===== config.mk =====
export PLATFORM = sky130hd
export DESIGN_NAME = rf_wb_arbiter_flat
export DESIGN_NICKNAME = d
export VERILOG_FILES = /design/src/rtl/rf_wb_arbiter_if.sv /design/src/rtl/rf_wb_arbiter.sv /design/src/flat_wrapper.sv
export SDC_FILE = /design/constraint.sdc
export NUM_CORES = 1
export LEC_CHECK = 0
export CAP_MARGIN = 20
export CORE_UTILIZATION = 30
export DETAILED_ROUTE_END_ITERATION = 8
export GPL_TIMING_DRIVEN = 1
export PLACE_DENSITY = 0.56
export SLEW_MARGIN = 40
export SYNTH_ARGS = -nofsm -noshare
export SYNTH_HDL_FRONTEND = slang
export SYNTH_SLANG_ARGS = --single-unit

===== constraint.sdc =====
create_clock -name clk -period 2.8 [get_ports clk]
set_input_delay 0.56 -clock clk [delete_from_list [all_inputs] [get_ports clk]]
set_output_delay 0.56 -clock clk [all_outputs]
set_load 0.03 [all_outputs]

===== src/rtl/rf_wb_arbiter_if.sv =====
// Write request channel from one producer into the write-back arbiter.
// Ports: valid/addr/data from the producer, ready back from the arbiter.
interface rf_wb_arbiter_if #(
  parameter int ADDR_W = 5,
  parameter int DATA_W = 32
);
  logic              valid;
  logic              ready;
  logic [ADDR_W-1:0] addr;
  logic [DATA_W-1:0] data;

  modport master (
    output valid,
    output addr,
    output data,
    input  ready
  );

  modport slave (
    input  valid,
    input  addr,
    input  data,
    output ready
  );
endinterface


===== src/rtl/rf_wb_arbiter.sv =====
// Write-back arbiter: ALU and load paths each feed a 2-entry FIFO,
// drained round-robin into one registered register-bank write port.
// Ports: clk, rst (sync, active-high); alu/mem request channels;
// wr_en/wr_addr/wr_data write port; rs1/rs2 pending lookups.
// Optional RF_WB_ZERO_GUARD_EN: writes to x0 are dropped and never pending.
module rf_wb_arbiter #(
  parameter int DATA_W     = 32,
  parameter int ADDR_W     = 5,
  parameter int FIFO_DEPTH = 2
) (
  input  logic              clk,
  input  logic              rst,
  rf_wb_arbiter_if.slave    alu,
  rf_wb_arbiter_if.slave    mem,
  output logic              wr_en,
  output logic [ADDR_W-1:0] wr_addr,
  output logic [DATA_W-1:0] wr_data,
  input  logic [ADDR_W-1:0] rs1_addr,
  input  logic [ADDR_W-1:0] rs2_addr,
  output logic              rs1_pending,
  output logic              rs2_pending
);

  localparam int CNT_W = $clog2(FIFO_DEPTH + 1);

  // Side 0 is the ALU, side 1 the load path.
  logic [1:0]        in_vld;
  logic [ADDR_W-1:0] in_addr [2];
  logic [DATA_W-1:0] in_data [2];

  logic [ADDR_W-1:0] q_addr  [2][2];
  logic [DATA_W-1:0] q_data  [2][2];
  logic [CNT_W-1:0]  cnt     [2];
  logic [1:0]        rd_ptr;
  logic [1:0]        wr_ptr;

  logic [1:0]        rdy;
  logic [1:0]        ne;
  logic [1:0]        push;
  logic [1:0]        pop;
  logic [ADDR_W-1:0] hd_addr [2];
  logic [DATA_W-1:0] hd_data [2];

  logic              rr_alu;
  logic              sel_a;
  logic              sel_m;
  logic [ADDR_W-1:0] gnt_addr;
  logic [DATA_W-1:0] gnt_data;
  logic              gnt_wr;

  logic              rs1_hit;
  logic              rs2_hit;

  assign in_vld     = {mem.valid, alu.valid};
  assign in_addr[0] = alu.addr;
  assign in_addr[1] = mem.addr;
  assign in_data[0] = alu.data;
  assign in_data[1] = mem.data;

  for (genvar s = 0; s < 2; s++) begin : g_side
    // Ready comes from the count alone, so a full FIFO
    // cannot take a push in the same cycle it pops.
    assign rdy[s]     = cnt[s] != CNT_W'(FIFO_DEPTH);
    assign ne[s]      = cnt[s] != '0;
    assign hd_addr[s] = q_addr[s][rd_ptr[s]];
    assign hd_data[s] = q_data[s][rd_ptr[s]];
  end

  assign alu.ready = rdy[0];
  assign mem.ready = rdy[1];
  assign push      = in_vld & rdy;

  // The two selects are mutually exclusive by construction.
  assign sel_a = ne[0] & (~ne[1] | rr_alu);
  assign sel_m = ne[1] & (~ne[0] | ~rr_alu);

  always_comb begin
    pop = '0;
    unique case (1'b1)
      sel_a:   pop[0] = 1'b1;
      sel_m:   pop[1] = 1'b1;
      default: pop    = '0;
    endcase
  end

  assign gnt_addr = pop[1] ? hd_addr[1] : hd_addr[0];
  assign gnt_data = pop[1] ? hd_data[1] : hd_data[0];

`ifdef RF_WB_ZERO_GUARD_EN
  // x0 entries still drain; they just never reach the bank.
  assign gnt_wr = (|pop) && (gnt_addr != '0);
`else
  assign gnt_wr = |pop;
`endif

  always_ff @(posedge clk) begin
    for (int s = 0; s < 2; s++) begin
      if (push[s]) begin
        q_addr[s][wr_ptr[s]] <= in_addr[s];
        q_data[s][wr_ptr[s]] <= in_data[s];
      end
    end
  end

  always_ff @(posedge clk) begin
    if (rst) begin
      cnt[0]  <= '0;
      cnt[1]  <= '0;
      rd_ptr  <= '0;
      wr_ptr  <= '0;
      rr_alu  <= 1'b1;
      wr_en   <= 1'b0;
      wr_addr <= '0;
      wr_data <= '0;
    end else begin
      for (int s = 0; s < 2; s++) begin
        if (push[s]) wr_ptr[s] <= ~wr_ptr[s];
        if (pop[s])  rd_ptr[s] <= ~rd_ptr[s];
        unique case ({push[s], pop[s]})
          2'b10:   cnt[s] <= cnt[s] + CNT_W'(1);
          2'b01:   cnt[s] <= cnt[s] - CNT_W'(1);
          default: cnt[s] <= cnt[s];
        endcase
      end
      if (|pop) rr_alu <= pop[1];
      wr_en <= gnt_wr;
      if (gnt_wr) begin
        wr_addr <= gnt_addr;
        wr_data <= gnt_data;
      end
    end
  end

  // A slot is live when the FIFO is full, or when it is the
  // head of a one-entry FIFO.
  always_comb begin
    logic live;
    rs1_hit = wr_en && (wr_addr == rs1_addr);
    rs2_hit = wr_en && (wr_addr == rs2_addr);
    for (int s = 0; s < 2; s++) begin
      for (int i = 0; i < 2; i++) begin
        live = (cnt[s] == CNT_W'(2)) ||
               ((cnt[s] == CNT_W'(1)) && (rd_ptr[s] == 1'(i)));
        if (live && (q_addr[s][i] == rs1_addr)) rs1_hit = 1'b1;
        if (live && (q_addr[s][i] == rs2_addr)) rs2_hit = 1'b1;
      end
    end
  end

`ifdef RF_WB_ZERO_GUARD_EN
  assign rs1_pending = rs1_hit && (rs1_addr != '0);
  assign rs2_pending = rs2_hit && (rs2_addr != '0);
`else
  assign rs1_pending = rs1_hit;
  assign rs2_pending = rs2_hit;
`endif

endmodule


===== src/flat_wrapper.sv =====
// flat-port wrapper written by rule: the top's interface ports become plain ports
module rf_wb_arbiter_flat 
#(
  parameter int DATA_W     = 32,
  parameter int ADDR_W     = 5,
  parameter int FIFO_DEPTH = 2
)
  (clk, rst, wr_en, wr_addr, wr_data, rs1_addr, rs2_addr, rs1_pending, rs2_pending, alu_valid, alu_addr, alu_data, alu_ready, mem_valid, mem_addr, mem_data, mem_ready);
  rf_wb_arbiter_if #(.ADDR_W(ADDR_W), .DATA_W(DATA_W)) alu_i ();
  rf_wb_arbiter_if #(.ADDR_W(ADDR_W), .DATA_W(DATA_W)) mem_i ();
  input  logic clk;
  input  logic rst;
  output logic wr_en;
  output logic [ADDR_W-1:0] wr_addr;
  output logic [DATA_W-1:0] wr_data;
  input  logic [ADDR_W-1:0] rs1_addr;
  input  logic [ADDR_W-1:0] rs2_addr;
  output logic rs1_pending;
  output logic rs2_pending;
  input wire logic [$bits(alu_i.valid)-1:0] alu_valid;
  input wire logic [$bits(alu_i.addr)-1:0] alu_addr;
  input wire logic [$bits(alu_i.data)-1:0] alu_data;
  output wire logic [$bits(alu_i.ready)-1:0] alu_ready;
  input wire logic [$bits(mem_i.valid)-1:0] mem_valid;
  input wire logic [$bits(mem_i.addr)-1:0] mem_addr;
  input wire logic [$bits(mem_i.data)-1:0] mem_data;
  output wire logic [$bits(mem_i.ready)-1:0] mem_ready;
  assign alu_i.valid = alu_valid;
  assign alu_i.addr = alu_addr;
  assign alu_i.data = alu_data;
  assign alu_ready = alu_i.ready;
  assign mem_i.valid = mem_valid;
  assign mem_i.addr = mem_addr;
  assign mem_i.data = mem_data;
  assign mem_ready = mem_i.ready;
  rf_wb_arbiter #(.DATA_W(DATA_W), .ADDR_W(ADDR_W), .FIFO_DEPTH(FIFO_DEPTH)) u_core (.clk(clk), .rst(rst), .alu(alu_i), .mem(mem_i), .wr_en(wr_en), .wr_addr(wr_addr), .wr_data(wr_data), .rs1_addr(rs1_addr), .rs2_addr(rs2_addr), .rs1_pending(rs1_pending), .rs2_pending(rs2_pending));
endmodule

Yosys cells after proc, flatten, opt, wreduce, memory -nomap -nowiden
Memory sizes are Yosys's and may differ from the RTL's.
Cells that the tools add are included.
{ "totals": {"reg_bits": 43, "ramBits": 152, "inputBits": 88, "output_inout_bits": 42, "elab_cells": 152, "mem_count": 3} }
{ "memory_table": {"columns": ["memory", "words", "word_bits", "rd", "rd_clocked_by_memory_dff", "wr", "line", "rtl"], "rows": [
  ["u_core.q_data", 2, 64, 2, 0, 2, "rf_wb_arbiter.sv:32", "logic [DATA_W-1:0] q_data [2][2];"],
  ["u_core.q_addr", 2, 10, 2, 0, 2, "rf_wb_arbiter.sv:31", "logic [ADDR_W-1:0] q_addr [2][2];"],
  ["u_core.cnt", 2, 2, 2, 0, 2, "rf_wb_arbiter.sv:33", "logic [CNT_W-1:0] cnt [2];"]
]} }
{ "classes": {"n_addsub": 4, "order_cmp": 6, "n_eq_ne": 20, "n_mux": 64, "bitwise": 22, "reduce_logical": 25} }
{ "op_table": {"columns": ["operator", "n"], "rows": [
  ["2-to-1 mux 32 bit", 9],
  ["2-to-1 mux 64 bit", 2],
  ["demux 32 bit (select 1 bit)", 2],
  ["== test 5 bit", 10],
  ["2-to-1 mux 5 bit", 9],
  ["2-to-1 mux 1 bit", 32],
  ["2-to-1 mux 10 bit", 2],
  ["logical AND 1 bit", 16],
  ["2-to-1 mux 2 bit", 6],
  ["demux 5 bit (select 1 bit)", 2],
  ["== test 2 x 1 -> 1 bit, second input constant", 4],
  ["== test 2 bit, second input constant", 4],
  ["greater-or-equal comparator 2 bit, second input constant", 4],
  ["inverter 1 -> 2 bit", 4],
  ["OR 1 bit", 8],
  ["inverter 1 bit", 7],
  ["OR reduction 2 bit", 3],
  ["adder 2 x 1 -> 2 bit, second input constant", 2],
  ["logical OR 1 bit", 4],
  ["less-than comparator 2 x 1 -> 1 bit, second input constant", 2],
  ["inequality test 2 bit, second input constant", 2],
  ["nonzero test 2 bit", 2],
  ["subtractor 2 x 1 -> 2 bit, second input constant", 2],
  ["AND 1 bit", 2],
  ["AND 2 bit", 1]
]} }

Logic depth before layout (Yosys ltp)
Gate-level depths: netlist (run 1).
{ "depth": {"ltp_word": 12, "depth_mapped": 11} }

Worst setup path before layout (run 1)
Ideal clock, no wire load.
{ "synth_path": {"path_type": "register to register", "from": "memory u_core.cnt[1][0] (netlist name)", "to": "memory u_core.q_addr[0][15] (netlist name), enable pin", "setup_time_ps": 431, "arrival_time_ps": 2552, "required_ps": 2369, "slack_ps": -183, "path_stages_with_launch": 6, "path_buffers": 0, "period_less_slack_ps": 2983, "cell_sequence": "edfxtp_1 -> inv_1 -> ha_1 -> inv_1 -> nand2_1 -> nor2_1"} }
{ "synth_rtl": {"columns": ["element", "line"], "rows": [
  ["start: declaration", "rf_wb_arbiter.sv:33"],
  ["end: declaration", "rf_wb_arbiter.sv:31"]
]} }

Worst setup path after layout (run 1)
{ "layout_path": {"from": "input port rs2_addr[1]", "to": "output port rs2_pending"} }
{ "layout_via": {"elab_chain_len": 6, "word_cells_on_any_way": 14, "classes_between": "eq/ne: 5; mux: 4; reduce/logical: 5"} }
{ "layout_lines": {"columns": ["element", "line", "rtl"], "rows": [
  ["start: declaration", "flat_wrapper.sv:17", "input logic [ADDR_W-1:0] rs2_addr;"],
  ["== test 5 bit (on tied branches)", "rf_wb_arbiter.sv:139, rf_wb_arbiter.sv:145", null],
  ["logical AND 1 bit (on tied branches)", "rf_wb_arbiter.sv:139, rf_wb_arbiter.sv:145", null],
  ["2-to-1 mux 1 bit (3 in a row)", "rf_wb_arbiter.sv:145", "if (live && (q_addr[s][i] == rs2_addr)) rs2_hit = 1'b1;"],
  ["2-to-1 mux 1 bit *", "rf_wb_arbiter.sv:145", null],
  ["end: declaration", "flat_wrapper.sv:19", "output logic rs2_pending;"]
]} }
Mark *: on every way between the ends. The rest lies on a longest branch, timed or not.

==> flow_metrics.env, run 1 <==
export IMPL_clock_fmax_mhz=384
export IMPL_fin_tns_setup_ns=0
export IMPL_hold_violations=0
export IMPL_dr_pass1_iters=4
export IMPL_fin_crit_ns=2.60
export IMPL_ctsResizeCount=0
export IMPL_p_leak_nw=3.48
export IMPL_startpoint_type="input pin"
export IMPL_fin_skew_ns=0.00745
export IMPL_dieArea_sq_mm=0.0272
export IMPL_cts_tree="yes"
export IMPL_startpoint="rs2_addr[1]"
export IMPL_wirelength_um=18800
export IMPL_die_w_um=165
export IMPL_cts_buffers=17
export IMPL_core_area_sq_mm=0.0261
export IMPL_h_tree_depth=4
export IMPL_final_common_cell="edfxtp_1"
export IMPL_crit_arrival_ns=2.04
export IMPL_synth_area_top_cells="edfxtp_1, dfxtp_1, mux2i_1"
export IMPL_slew_viol_final=0
export IMPL_tightest_slew_ns=0.831
export IMPL_syn_area_sq_mm=0.00795
export IMPL_vdd_ir_drop_max_mv=0.387
export IMPL_status="finished, final reports clean"
export IMPL_grt_pass1_vias=4992
export IMPL_synth_largest_area_cell="edfxtp_1"
export IMPL_most_common_layout_cells="edfxtp_1, clkdlybuf4s50_1, mux2i_1, nor2_1, dfxtp_1"
export IMPL_grt_pass1_wl_um=27800
export IMPL_maxSlewHeadroom=0.445
export IMPL_path_class="input pin to primary output"
export IMPL_drt_iter0_drc=235
export IMPL_report_final_setup_viol=0
export IMPL_avgSynthCellArea_sq_um=14.4
export IMPL_cp_required_ns=2.24
export IMPL_yosys_warnings=0
export IMPL_slowest_stage="clkdlybuf4s50_1"
export IMPL_rr_startpoint="u_core.cnt[0][0]"
export IMPL_grt_start_max_net_pins=39
export IMPL_end_kind="primary output"
export IMPL_synth_nets=650
export IMPL_crit_chain="clkdlybuf4s50_1 -> xor2_1 -> nor4_1 -> a31oi_1 -> nand3_1 -> buf_4"
export IMPL_synth_cell_type_count=34
export IMPL_final_antenna_net_count=0
export IMPL_hp_start="u_core.wr_data[17]"
export IMPL_min_to="u_core.wr_data[17]"
export IMPL_cts_setup_buffers=0
export IMPL_fin_crit_sh=0.929
export IMPL_vias_per_cell=4.68
export IMPL_drc=0
export IMPL_io_pins=130
export IMPL_gp_congestion=0.877
export IMPL_io_buffers=129
export IMPL_finalHoldWorstSlack_ns=0.497
export IMPL_drt_wirelength_per_cell_um=18.2
export IMPL_max_cap_viol_count=0
export IMPL_crit_fanout=5
export IMPL_max_stage_delay_ns=0.57
export IMPL_p_per_area_mw_per_mm2=1050
export IMPL_clockBufferDepth=2
export IMPL_root_buffer="clkbuf_16"
export IMPL_worstReg2RegEnd="u_core.cnt[1][1]"
export IMPL_yosysSeqAreaShare=0.683
export IMPL_die_h_um=165
export IMPL_synth_seq_cells=195
export IMPL_rsz0062_at_grt="false"
export IMPL_antenna_found_initial=0
export IMPL_num_rows=59
export IMPL_min_path_type="flop to flop"
export IMPL_clock_sinks=195
export IMPL_synthToLayoutAreaGrowth_pct=28.7
export IMPL_syn_instance_count=552
export IMPL_rr_worst_depth=8
export IMPL_grt_ovfl_total=0
export IMPL_grt_use_total=0.141
export IMPL_drive_above_1_share=0.0994
export IMPL_cp_num_buf_inv=2
export IMPL_hpwl_um=12700
export IMPL_num_vias=4818
export IMPL_hold_depth=2
export IMPL_fin_nets=779
export IMPL_synth_top_cell_area_share=0.574
export IMPL_r2r_setup_slack_ns=0.32
export IMPL_critPathTopFamily="buffers and inverters"
export IMPL_clk_latency_ns=0.42
export IMPL_cts_hold_repair_buffers=0
export IMPL_path_clk_slew_ns=0.07
export IMPL_initial_core_util=0.305
==> tightest hold or removal path: cells and delay by family, from the launching register on <==
| family | cells | cell delay (ns) |
|---|---|---|
| and+or+nand+nor | 1 | 0.07 |
| AOI/OAI and AO/OA | 1 | 0.06 |
| DFF | 1 | 0.33 |
==> cell families after synthesis <==
family                     synth area share
muxes                                0.0730
AOI/OAI and AO/OA                    0.0812
buffers and inverters                0.0288
adders and majority gates            0.0157
xor gates and xnor gates             0.0595
and+or+nand+nor                      0.0592
DFF                                   0.683
==> sequential cells by signal (all words and copies together) (netlist names) <==
name,flops
u_core.q_data,128
u_core.wr_data,32
u_core.q_addr,20
u_core.wr_addr,5
u_core.cnt,4
u_core.rd_ptr,2
u_core.wr_ptr,2
u_core.rr_alu,1
u_core.wr_en,1
==> routing by layer <==
metal / wire length, um / global-route usage / vias up
met5: 0 / 0 / -
met4: 195 / 0.0455 / 0
met1: 8170 / 0.174 / 2376
li1: - / - / 2318
met3: 946 / 0.0299 / 10
met2: 9480 / 0.244 / 114
==> report_power, final <==
group / total (mW) / switching, mW / internal [mW] / leakage (nW)
Clock: 2.44 / 1.10 / 1.34 / 0.283
Combinational: 4.03 / 2.42 / 1.61 / 1.42
Sequential: 4.22 / 0.349 / 3.87 / 1.78
Total: 10.7 / 3.87 / 6.82 / 3.48
==> synthesized netlist by cell type, drive strengths merged <==
| cell type | n |
|---|---|
| nor4 | 7 |
| a21oi | 24 |
| or4b | 1 |
| nand2b | 3 |
| clkbuf | 12 |
| nor2b | 17 |
| nand2 | 4 |
| or2 | 1 |
| nand3 | 4 |
| ha | 10 |
| nor2 | 47 |
| o21bai | 3 |
| xor2 | 26 |
| and2 | 3 |
| a31oi | 4 |
| nor3 | 6 |
| inv | 12 |
| mux2i | 58 |
| dfxtp | 43 |
| edfxtp | 152 |
| o22ai | 19 |
| a2111oi | 16 |
| buf | 26 |
| xnor2 | 28 |
| a211oi | 20 |
| nand4 | 4 |
| a21o | 2 |
==> metrics by stage <==
stage	area, sq um	util	setup WS (ns)	power, mW	cells
finish	10200	0.393	0.198	10.7	1030
global route	10200	0.392	0.0533	11.3	1029
CTS	10200	0.392	0.196	10.8	1029
detailed placement	9630	0.369	0.214	8.36	997
global placement	9630	0.369	0.203	8.30	997
floorplan	7950	-	0.383	6.88	552
==> worst max path at each step <==
stage,cells past startpoint,slack [ns],to
2_1_floorplan,6,0.38,u_core.q_addr[0][10]
3_3_place_gp,6,0.20,rs1_pending
3_5_place_dp,6,0.21,rs1_pending
4_1_cts,6,0.20,rs2_pending
5_1_grt,6,0.05,rs2_pending
6_report,6,0.20,rs2_pending
==> area by class of cell <==
class / instances / area [sq um]
well taps: 335 / 419
clock inverters: 15 / 173
clock buffers: 17 / 425
fillers: 2434 / 15800
repair buffers: 148 / 1420
diodes: 1 / 2.50
inverters: 12 / 45.0
multi-input cells: 307 / 2310
flip-flops and latches: 195 / 5430
Power figures use the tool's default switching activity.
==> run 2: changes to the inputs <==
--- a/config.mk
+++ b/config.mk
@@ -6,6 +6,7 @@
 export NUM_CORES = 1
 export LEC_CHECK = 0
 export CAP_MARGIN = 20
+export CORE_MARGIN = 2
 export CORE_UTILIZATION = 30
 export DETAILED_ROUTE_END_ITERATION = 8
 export GPL_TIMING_DRIVEN = 1
==> flow_metrics.env, run 2 (synthesized netlist as in run 1, its figures left out) <==
export IMPL_cp_num_buf_inv=2
export IMPL_end_kind="primary output"
export IMPL_fin_tns_setup_ns=0
export IMPL_gp_congestion=0.872
export IMPL_hpwl_um=13100
export IMPL_drt_wirelength_per_cell_um=18.9
export IMPL_fin_crit_sh=0.946
export IMPL_vias_per_cell=4.70
export IMPL_cp_required_ns=2.24
export IMPL_drt_iter0_drc=323
export IMPL_cts_hold_repair_buffers=0
export IMPL_min_path_type="flop to flop"
export IMPL_path_class="input pin to primary output"
export IMPL_h_tree_depth=4
export IMPL_status="finished, final reports clean"
export IMPL_grt_start_max_net_pins=55
export IMPL_root_buffer="clkbuf_16"
export IMPL_dieArea_sq_mm=0.0278
export IMPL_crit_arrival_ns=2.09
export IMPL_fin_area_sq_mm=0.0103
export IMPL_seq_area_sq_mm=0.00543
export IMPL_fin_nets=778
export IMPL_final_common_cell="edfxtp_1"
export IMPL_largest_reg_flops=128
export IMPL_slowest_stage="clkdlybuf4s50_1"
export IMPL_r2r_setup_slack_ns=0.33
export IMPL_core_area_sq_mm=0.0261
export IMPL_clockBufferDepth=2
export IMPL_antenna_found_initial=0
export IMPL_num_vias=4831
export IMPL_ctsResizeCount=0
export IMPL_switchingPower_mw=3.92
export IMPL_max_stage_delay_ns=0.57
export IMPL_num_rows=59
export IMPL_dp_slack_ns=0.187
export IMPL_netSwitchingFraction=0.362
export IMPL_slew_viol_final=0
export IMPL_p_leak_nw=3.50
export IMPL_final_antenna_net_count=0
export IMPL_grt_pass1_wl_um=29800
export IMPL_crit_chain="clkdlybuf4s50_1 -> xor2_1 -> nor4_1 -> a31oi_1 -> nand3_1 -> buf_4"
export IMPL_die_h_um=167
export IMPL_die_w_um=167
export IMPL_dpl_cell_area_sq_mm=0.00963
export IMPL_grt_use_total=0.142
export IMPL_p_int_mw=6.91
export IMPL_cts_buffers=17
export IMPL_cts_setup_buffers=0
export IMPL_fin_ws_ns=0.151
export IMPL_hold_violations=0
export IMPL_clock_sinks=195
export IMPL_critPathTopFamily="buffers and inverters"
export IMPL_clock_fmax_mhz=377
export IMPL_diodes=0
export IMPL_most_common_layout_cells="edfxtp_1, clkdlybuf4s50_1, mux2i_1, nor2_1, dfxtp_1"
export IMPL_tightest_slew_ns=0.787
export IMPL_synthToLayoutAreaGrowth_pct=29.0
export IMPL_p_comb_frac=0.374
export IMPL_fillerInstances=2460
export IMPL_dr_pass1_iters=4
export IMPL_fin_crit_ns=2.65
export IMPL_startpoint_type="input pin"
export IMPL_wirelength_um=19400
export IMPL_max_cap_viol_count=0
export IMPL_rsz0062_at_grt="false"
export IMPL_io_pins=130
export IMPL_path_clk_slew_ns=0.07
export IMPL_initial_core_util=0.305
export IMPL_report_final_setup_viol=0
export IMPL_multi_input_area_sq_mm=0.00231
export IMPL_vdd_ir_drop_max_mv=0.515
export IMPL_drc=0
export IMPL_cts_tree="yes"
export IMPL_p_seq_frac=0.390
export IMPL_maxSlewHeadroom=0.475
export IMPL_grt_ovfl_total=0
export IMPL_fin_skew_ns=0.00817
export IMPL_p_clk_frac=0.236
export IMPL_postLayoutCoreUtil=0.394
export IMPL_drive_above_1_share=0.0996
export IMPL_grt_pass1_vias=5253
export IMPL_p_per_area_mw_per_mm2=1060
export IMPL_clk_latency_ns=0.42
export IMPL_io_buffers=129
export IMPL_crit_fanout=5
==> run 2: worst min-delay path: stages (launching register included) <==
cell	delay [ns]
dfxtp_1	0.33
a21oi_1	0.06
nor2_1	0.07
==> run 2: cell type report <==
type / count / area share
clock inverters: 15 / 0.0193
multi-input cells: 307 / 0.225
well taps: 335 / 0.0409
flip-flops and latches: 195 / 0.529
repair buffers: 147 / 0.139
clock buffers: 17 / 0.0415
inverters: 12 / 0.00439
==> run 2: worst paths after layout <==
path | start | to | cells after the start
worst max-delay path | rs2_addr[1] | rs2_pending | 6
worst min register to register | u_core.wr_data[5] | u_core.wr_data[5] | 2
worst max register to register | u_core.cnt[0][0] | u_core.cnt[1][1] | 8
worst min-delay path | u_core.wr_data[5] | u_core.wr_data[5] | 2
==> run 2: layer usage <==
layer  vias to the layer above  global-route usage  wire length (um)
met3                        19              0.0288               641
met2                       116               0.244              9540
li1                       2301                   -                 -
met1                      2395               0.183              8990
met5                         -                   0                 0
met4                         0              0.0382               232
==> run 2: power groups by stage <==
stage	registers, mW	clock network [mW]	logic, mW
after floorplan	4.66	0	2.21
after global placement	4.27	0	4.03
after detailed placement	4.29	0	4.10
after CTS	4.24	2.62	4.11
after global routing	4.30	2.73	4.40
final	4.23	2.55	4.05
==> run 2: metrics by stage <==
stage / cells / total power [mW] / hold WS (ns)
floorplan: 552 / 6.88 / 0.497
global placement: 996 / 8.30 / 0.474
detailed placement: 996 / 8.39 / 0.482
CTS: 1028 / 11.0 / 0.502
global route: 1028 / 11.4 / 0.537
finish: 1028 / 10.8 / 0.495
